--- src/rtl/internal_ram_arbiter_pkg.sv ---
// Shared definitions for the on-chip RAM path: geometry, ROM/RAM split and the
// per-port request bundle used by the arbiter, RAM wrapper and bus adapters.
package internal_ram_pkg;

  localparam int RAM_ADDR_W  = 11;
  localparam int RAM_DATA_W  = 64;
  localparam int RAM_MASK_W  = 8;
  localparam int ROM_SEL_BIT = 10;

  typedef struct packed {
    logic                  wr;
    logic                  lock;
    logic [RAM_ADDR_W-1:0] addr;
    logic [RAM_MASK_W-1:0] mask;
    logic [RAM_DATA_W-1:0] wdata;
  } ram_req_t;

  // Lower half of the word space is boot ROM; writes there are dropped.
  function automatic logic is_rom_write(ram_req_t r);
    return r.wr && !r.addr[ROM_SEL_BIT];
  endfunction

endpackage

--- src/rtl/internal_ram_arbiter_rr.sv ---
// Round-robin pick starting after last_grant; hold_i re-grants last_grant
// (the caller guarantees that port is still valid).
module rr_arbiter #(
  parameter int N  = 2,
  parameter int IW = (N > 1) ? $clog2(N) : 1
) (
  input  logic [N-1:0]  valid_i,
  input  logic [IW-1:0] last_grant_i,
  input  logic          hold_i,
  output logic [N-1:0]  grant_o,
  output logic [IW-1:0] grant_idx_o,
  output logic          any_o
);

  int idx;

  always_comb begin
    grant_o     = '0;
    grant_idx_o = last_grant_i;
    any_o       = 1'b0;
    idx         = 0;
    if (hold_i) begin
      any_o = 1'b1;
    end else begin
      for (int k = 1; k <= N; k++) begin
        idx = (int'(last_grant_i) + k) % N;
        if (!any_o && valid_i[idx]) begin
          any_o       = 1'b1;
          grant_idx_o = IW'(idx);
        end
      end
    end
    for (int i = 0; i < N; i++) begin
      grant_o[i] = any_o && (int'(grant_idx_o) == i);
    end
  end

endmodule

--- src/rtl/internal_ram_arbiter.sv ---
// Shares the single-port on-chip RAM between NUM_PORTS requesters with
// round-robin arbitration, bounded lock bursts and boot-ROM write protection.
module internal_ram_arbiter
  import internal_ram_pkg::*;
#(
  parameter int NUM_PORTS = 2,
  parameter int MAX_BURST = 4
) (
  input  logic                      clk,
  input  logic                      reset_n,
  input  logic [NUM_PORTS-1:0]      req_valid,
  output logic [NUM_PORTS-1:0]      req_ready,
  input  logic [NUM_PORTS-1:0]      req_wr,
  input  logic [NUM_PORTS-1:0]      req_lock,
  input  logic [NUM_PORTS*11-1:0]   req_addr,
  input  logic [NUM_PORTS*8-1:0]    req_mask,
  input  logic [NUM_PORTS*64-1:0]   req_wdata,
  output logic [NUM_PORTS-1:0]      rsp_valid,
  output logic                      rsp_err,
  output logic [RAM_DATA_W-1:0]     rsp_rdata,
  output logic                      ram_en,
  output logic                      ram_wr,
  output logic [RAM_ADDR_W-1:0]     ram_addr,
  output logic [RAM_MASK_W-1:0]     ram_mask,
  output logic [RAM_DATA_W-1:0]     ram_wdata,
  input  logic [RAM_DATA_W-1:0]     ram_rdata
);

  localparam int IW = (NUM_PORTS > 1) ? $clog2(NUM_PORTS) : 1;

  ram_req_t          req [NUM_PORTS];
  ram_req_t          sel;
  logic [NUM_PORTS-1:0] grant;
  logic [IW-1:0]     grant_idx;
  logic              any_grant;
  logic              hold;
  logic              rom_drop;

  logic [IW-1:0]     last_grant_q, last_grant_d;
  logic [3:0]        burst_cnt_q, burst_cnt_d;
  logic              locked_q, locked_d;
  logic              rsp_pending_q, rsp_pending_d;
  logic [IW-1:0]     rsp_port_q, rsp_port_d;
  logic              rom_err_q, rom_err_d;

  always_comb begin
    for (int i = 0; i < NUM_PORTS; i++) begin
      req[i].wr    = req_wr[i];
      req[i].lock  = req_lock[i];
      req[i].addr  = req_addr[i*RAM_ADDR_W +: RAM_ADDR_W];
      req[i].mask  = req_mask[i*RAM_MASK_W +: RAM_MASK_W];
      req[i].wdata = req_wdata[i*RAM_DATA_W +: RAM_DATA_W];
    end
  end

  // Lock is honoured only while the holder stays valid and under the burst cap.
  assign hold = locked_q && req_valid[last_grant_q] && (burst_cnt_q < 4'(MAX_BURST));

  rr_arbiter #(.N(NUM_PORTS), .IW(IW)) u_rr (
    .valid_i      (req_valid),
    .last_grant_i (last_grant_q),
    .hold_i       (hold),
    .grant_o      (grant),
    .grant_idx_o  (grant_idx),
    .any_o        (any_grant)
  );

  assign sel      = any_grant ? req[grant_idx] : '0;
  assign rom_drop = is_rom_write(sel);

  assign req_ready = grant;
  assign ram_en    = any_grant && !rom_drop;
  assign ram_wr    = ram_en && sel.wr;
  assign ram_addr  = sel.addr;
  assign ram_mask  = sel.mask;
  assign ram_wdata = sel.wdata;

  always_comb begin
    last_grant_d  = last_grant_q;
    burst_cnt_d   = burst_cnt_q;
    locked_d      = 1'b0;
    rsp_pending_d = any_grant;
    rsp_port_d    = rsp_port_q;
    rom_err_d     = rom_drop;
    if (any_grant) begin
      last_grant_d = grant_idx;
      rsp_port_d   = grant_idx;
      locked_d     = sel.lock;
      // A grant won by arbitration (including a forced rotation back to the
      // same port at the burst cap) starts a fresh burst.
      if (hold) burst_cnt_d = (burst_cnt_q == 4'hF) ? 4'hF : burst_cnt_q + 4'd1;
      else      burst_cnt_d = 4'd1;
    end
  end

  always_ff @(posedge clk or negedge reset_n) begin
    if (!reset_n) begin
      last_grant_q  <= IW'(NUM_PORTS - 1);
      burst_cnt_q   <= 4'd0;
      locked_q      <= 1'b0;
      rsp_pending_q <= 1'b0;
      rsp_port_q    <= '0;
      rom_err_q     <= 1'b0;
    end else begin
      last_grant_q  <= last_grant_d;
      burst_cnt_q   <= burst_cnt_d;
      locked_q      <= locked_d;
      rsp_pending_q <= rsp_pending_d;
      rsp_port_q    <= rsp_port_d;
      rom_err_q     <= rom_err_d;
    end
  end

  always_comb begin
    rsp_valid = '0;
    if (rsp_pending_q) rsp_valid[rsp_port_q] = 1'b1;
  end

  assign rsp_err   = rsp_pending_q && rom_err_q;
  assign rsp_rdata = ram_rdata;

endmodule

--- config.mk ---
export PLATFORM = sky130hd
export DESIGN_NAME = internal_ram_arbiter
export DESIGN_NICKNAME = d
export VERILOG_FILES = /design/src/rtl/internal_ram_arbiter_pkg.sv /design/src/rtl/internal_ram_arbiter_rr.sv /design/src/rtl/internal_ram_arbiter.sv
export SDC_FILE = /design/constraint.sdc
export NUM_CORES = 1
export LEC_CHECK = 0
export CAP_MARGIN = 20
export CORE_AREA = 2 2 152 154
export CTS_CLUSTER_DIAMETER = 100
export DETAILED_ROUTE_END_ITERATION = 8
export DIE_AREA = 0 0 154 156
export PLACE_DENSITY = 0.44
export RECOVER_POWER = 100
export SLEW_MARGIN = 10
export SYNTH_ARGS = -nofsm -noshare
export SYNTH_HDL_FRONTEND = slang
export SYNTH_SLANG_ARGS = --single-unit
--- constraint.sdc ---
create_clock -name clk -period 2.4 [get_ports clk]
set_input_delay 0.24 -clock clk [delete_from_list [all_inputs] [get_ports clk]]
set_output_delay 0.24 -clock clk [all_outputs]
set_load 0.05 [all_outputs]
==> results_dict.tcl, run 1 <==
set metrics [dict create \
    status "completed" \
    placementRows 55 \
    final_net_count 650 \
    power.total_w 0.00283 \
    diodes 0 \
    grtUsageTotal 0.0802 \
    htree_num_levels 1 \
    final_hold_viol_count 0 \
    max_freq_mhz 421 \
    yosys_warnings 0 \
    dp_hpwl_um 9500 \
    finalCriticalPeriod_ns 2.37 \
    syn_to_final_growth_pct 200 \
    peakVddDrop_mv 0.155 \
    drive_gt1_frac 0.293 \
    rsz0062_at_grt "true" \
    grt_overflow 0 \
    critPathRequiredTime_ns 2.16 \
    clk_pin_slew_worst_paths_ns 0.04 \
    slew_viol_final 0 \
    cts.sinks 9 \
    gp_congestion 0.849 \
    remaining_drc_errors 0 \
    grt_max_degree 54 \
    layout.cells.non_filler 695 \
    synthCells 216 \
    fp.dieW_um 154 \
    power_density_nw_per_um2 518 \
    drv_cap 0 \
    crit_path_end_kind "output port" \
    cts_buffers 3 \
    drt_wl_total_um 11800 \
    cp-start-kind "flop" \
    ios 392 \
    synth_area_per_cell_um2 8.44 \
    die_h_um 156 \
    post-route-util 0.245 \
    wl_per_cell_um 16.9 \
    slew_headroom 0.652 \
    power.leakage_nw 2.22 \
    start_util 0.0815 \
    syn_nets 455 \
    synth-seq-cells 9 \
    port_buffers 263 \
    tightest_slew_ns 0.521 \
    hold_class "input port to asynchronous set/reset pin" \
    vias 2504 \
    antenna_found_initial 0 \
    drtAntennaViolNets 0 \
    grt_first_pass_wirelength_um 15100 \
    ys_types 26 \
    cp_max_fo 33 \
    clk_path_buf_depth 2 \
    fin_crit_sh 0.989 \
    path_class "flop to output port" \
    syn_area_um2 1820 \
    clock_latency_ns 0.23 \
    drt_iter0_markers 90 \
    postCtsHoldBufs 0 \
    firstDrtPassIters 4 \
    setup_viol 0 \
    skew_ns 0.000927 \
    vias_per_cell 3.60 \
    cts_tree "yes" \
    die-area_um2 24000 \
    yosysSeqAreaShare 0.124 \
    core_um2 22400 \
    dp_cells 686 \
    grt_pass1_vias 2599 \
    ctsRootBufferMaster "clkbuf_16" \
    arrival_ns 2.13 \
]
==> synthesized netlist by cell type (all sizes together) <==
cell,instances,area [um^2]
nand2,2,7.51
dfstp,1,26.3
clkbuf,6,22.5
a211oi,2,15.0
a21o,1,7.51
ha,1,12.5
dfrtp,8,200
buf,76,572
o22ai,1,6.26
mux2i,2,20.0
inv,7,26.3
o21a,1,7.51
a31o,1,8.76
nor3b,1,18.8
a21oi,2,10.0
nor2,4,15.0
and2,6,37.5
nand2b,2,12.5
o21ai,1,5.00
nor2b,3,18.8
a22o,86,753
nand4bb,1,11.3
a32oi,1,8.76
==> final timing paths <==
path                           startpoint             end  slack [ns]  cells past startpoint
min                               reset_n      rsp_port_q        0.39                      1
min reg2reg                burst_cnt_q[0]  burst_cnt_q[0]        0.49                      1
max in group asynchronous         reset_n    last_grant_q        1.68                      1
max reg2reg                burst_cnt_q[2]        locked_q        0.69                      6
max                        burst_cnt_q[2]   ram_wdata[25]        0.03                      7
min in group clk            ram_rdata[22]   rsp_rdata[22]        0.48                      0
==> what timing repair did <==
item / 4_1_cts / 5_1_grt
pin swaps: 0 / 10
buffers inserted: 0 / 2
cloned: 0 / 3
resized for setup: 6 / 14
endpoints found under the setup margin: 10 / 71
==> power by group <==
group / switching (W) / internal, W
clock network: 0.0000673 / 0.000222
registers: 0.0000125 / 0.000170
logic: 0.00117 / 0.00120
total: 0.00125 / 0.00159
==> routing by layer <==
layer | GRT usage | wire, um
met1 | 0.0824 | 3840
met2 | 0.155 | 6510
met3 | 0.0228 | 1160
met4 | 0.0271 | 240
met5 | 0 | 0
==> per-stage QoR <==
step | hold slack, ns | area, um^2 | worst slack, ns | setup TNS, ns
5_1_grt | 0.414 | 5470 | -0.0766 | -3.32
3_5_place_dp | 0.468 | 5160 | -0.000479 | -0.000479
4_1_cts | 0.333 | 5290 | -0.0370 | -0.175
6_report | 0.388 | 5470 | 0.0260 | 0
3_3_place_gp | 0.466 | 5160 | 0.0404 | 0
2_1_floorplan | -0.0556 | 1830 | 0.243 | 0
==> critical path, stage by stage (launching register included) <==
cell,delay (ns)
dfrtp_2,0.43
nor3b_4,0.29
mux2i_1,0.29
nand2_1,0.15
inv_4,0.14
buf_12,0.20
a22o_1,0.23
buf_12,0.16
==> kinds of logic (layout without fill, tap and decap cells) <==
kind of cell | count (synthesis) | count (layout) | share of synthesized area
AO/OA/AOI/OAI | 96 | 96 | 0.451
adder cells (fa/ha/maj) | 1 | 1 | 0.00686
buffers and inverters | 89 | 283 | 0.340
flip-flops | 9 | 9 | 0.124
multiplexers | 2 | 2 | 0.0110
AND/OR/NAND/NOR | 19 | 19 | 0.0666
==> state kept, by name, summed over array words and instances (netlist names) <==
signal,cells
last_grant_q,1
rsp_port_q,1
locked_q,1
burst_cnt_q,4
rsp_pending_q,1
rom_err_q,1
==> cells in the final DEF, fill, tap and decap left out, types with 2 or more instances in the layout <==
master / instances
nand2_1: 2
buf_12: 89
a22o_4: 14
a21oi_1: 2
dfrtp_1: 7
and2_1: 6
nor2b_1: 3
buf_4: 3
mux2i_1: 2
nor2_1: 4
clkdlybuf4s50_1: 174
a22o_1: 72
clkbuf_16: 6
nand2b_1: 2
inv_1: 5
==> layout make-up <==
type                    instances  area, um^2
clock buffers                   4        78.8
fillers                      2316       16900
inverters                       7        33.8
multi-input cells             118        1100
flip-flops and latches          9         228
well taps                     285         357
repair buffers                272        3670
(Power assumes the default switching activity.)
==> inputs of run 2 (changes only) <==
--- a/config.mk
+++ b/config.mk
@@ -5,6 +5,7 @@
 export SDC_FILE = /design/constraint.sdc
 export NUM_CORES = 1
 export LEC_CHECK = 0
+export ABC_CLOCK_PERIOD_IN_PS = 2400
 export CAP_MARGIN = 20
 export CORE_AREA = 2 2 152 154
 export CTS_CLUSTER_DIAMETER = 100
==> results of run 2 <==
Same layout as run 1: the final DEF is identical, and so are final timing and power.
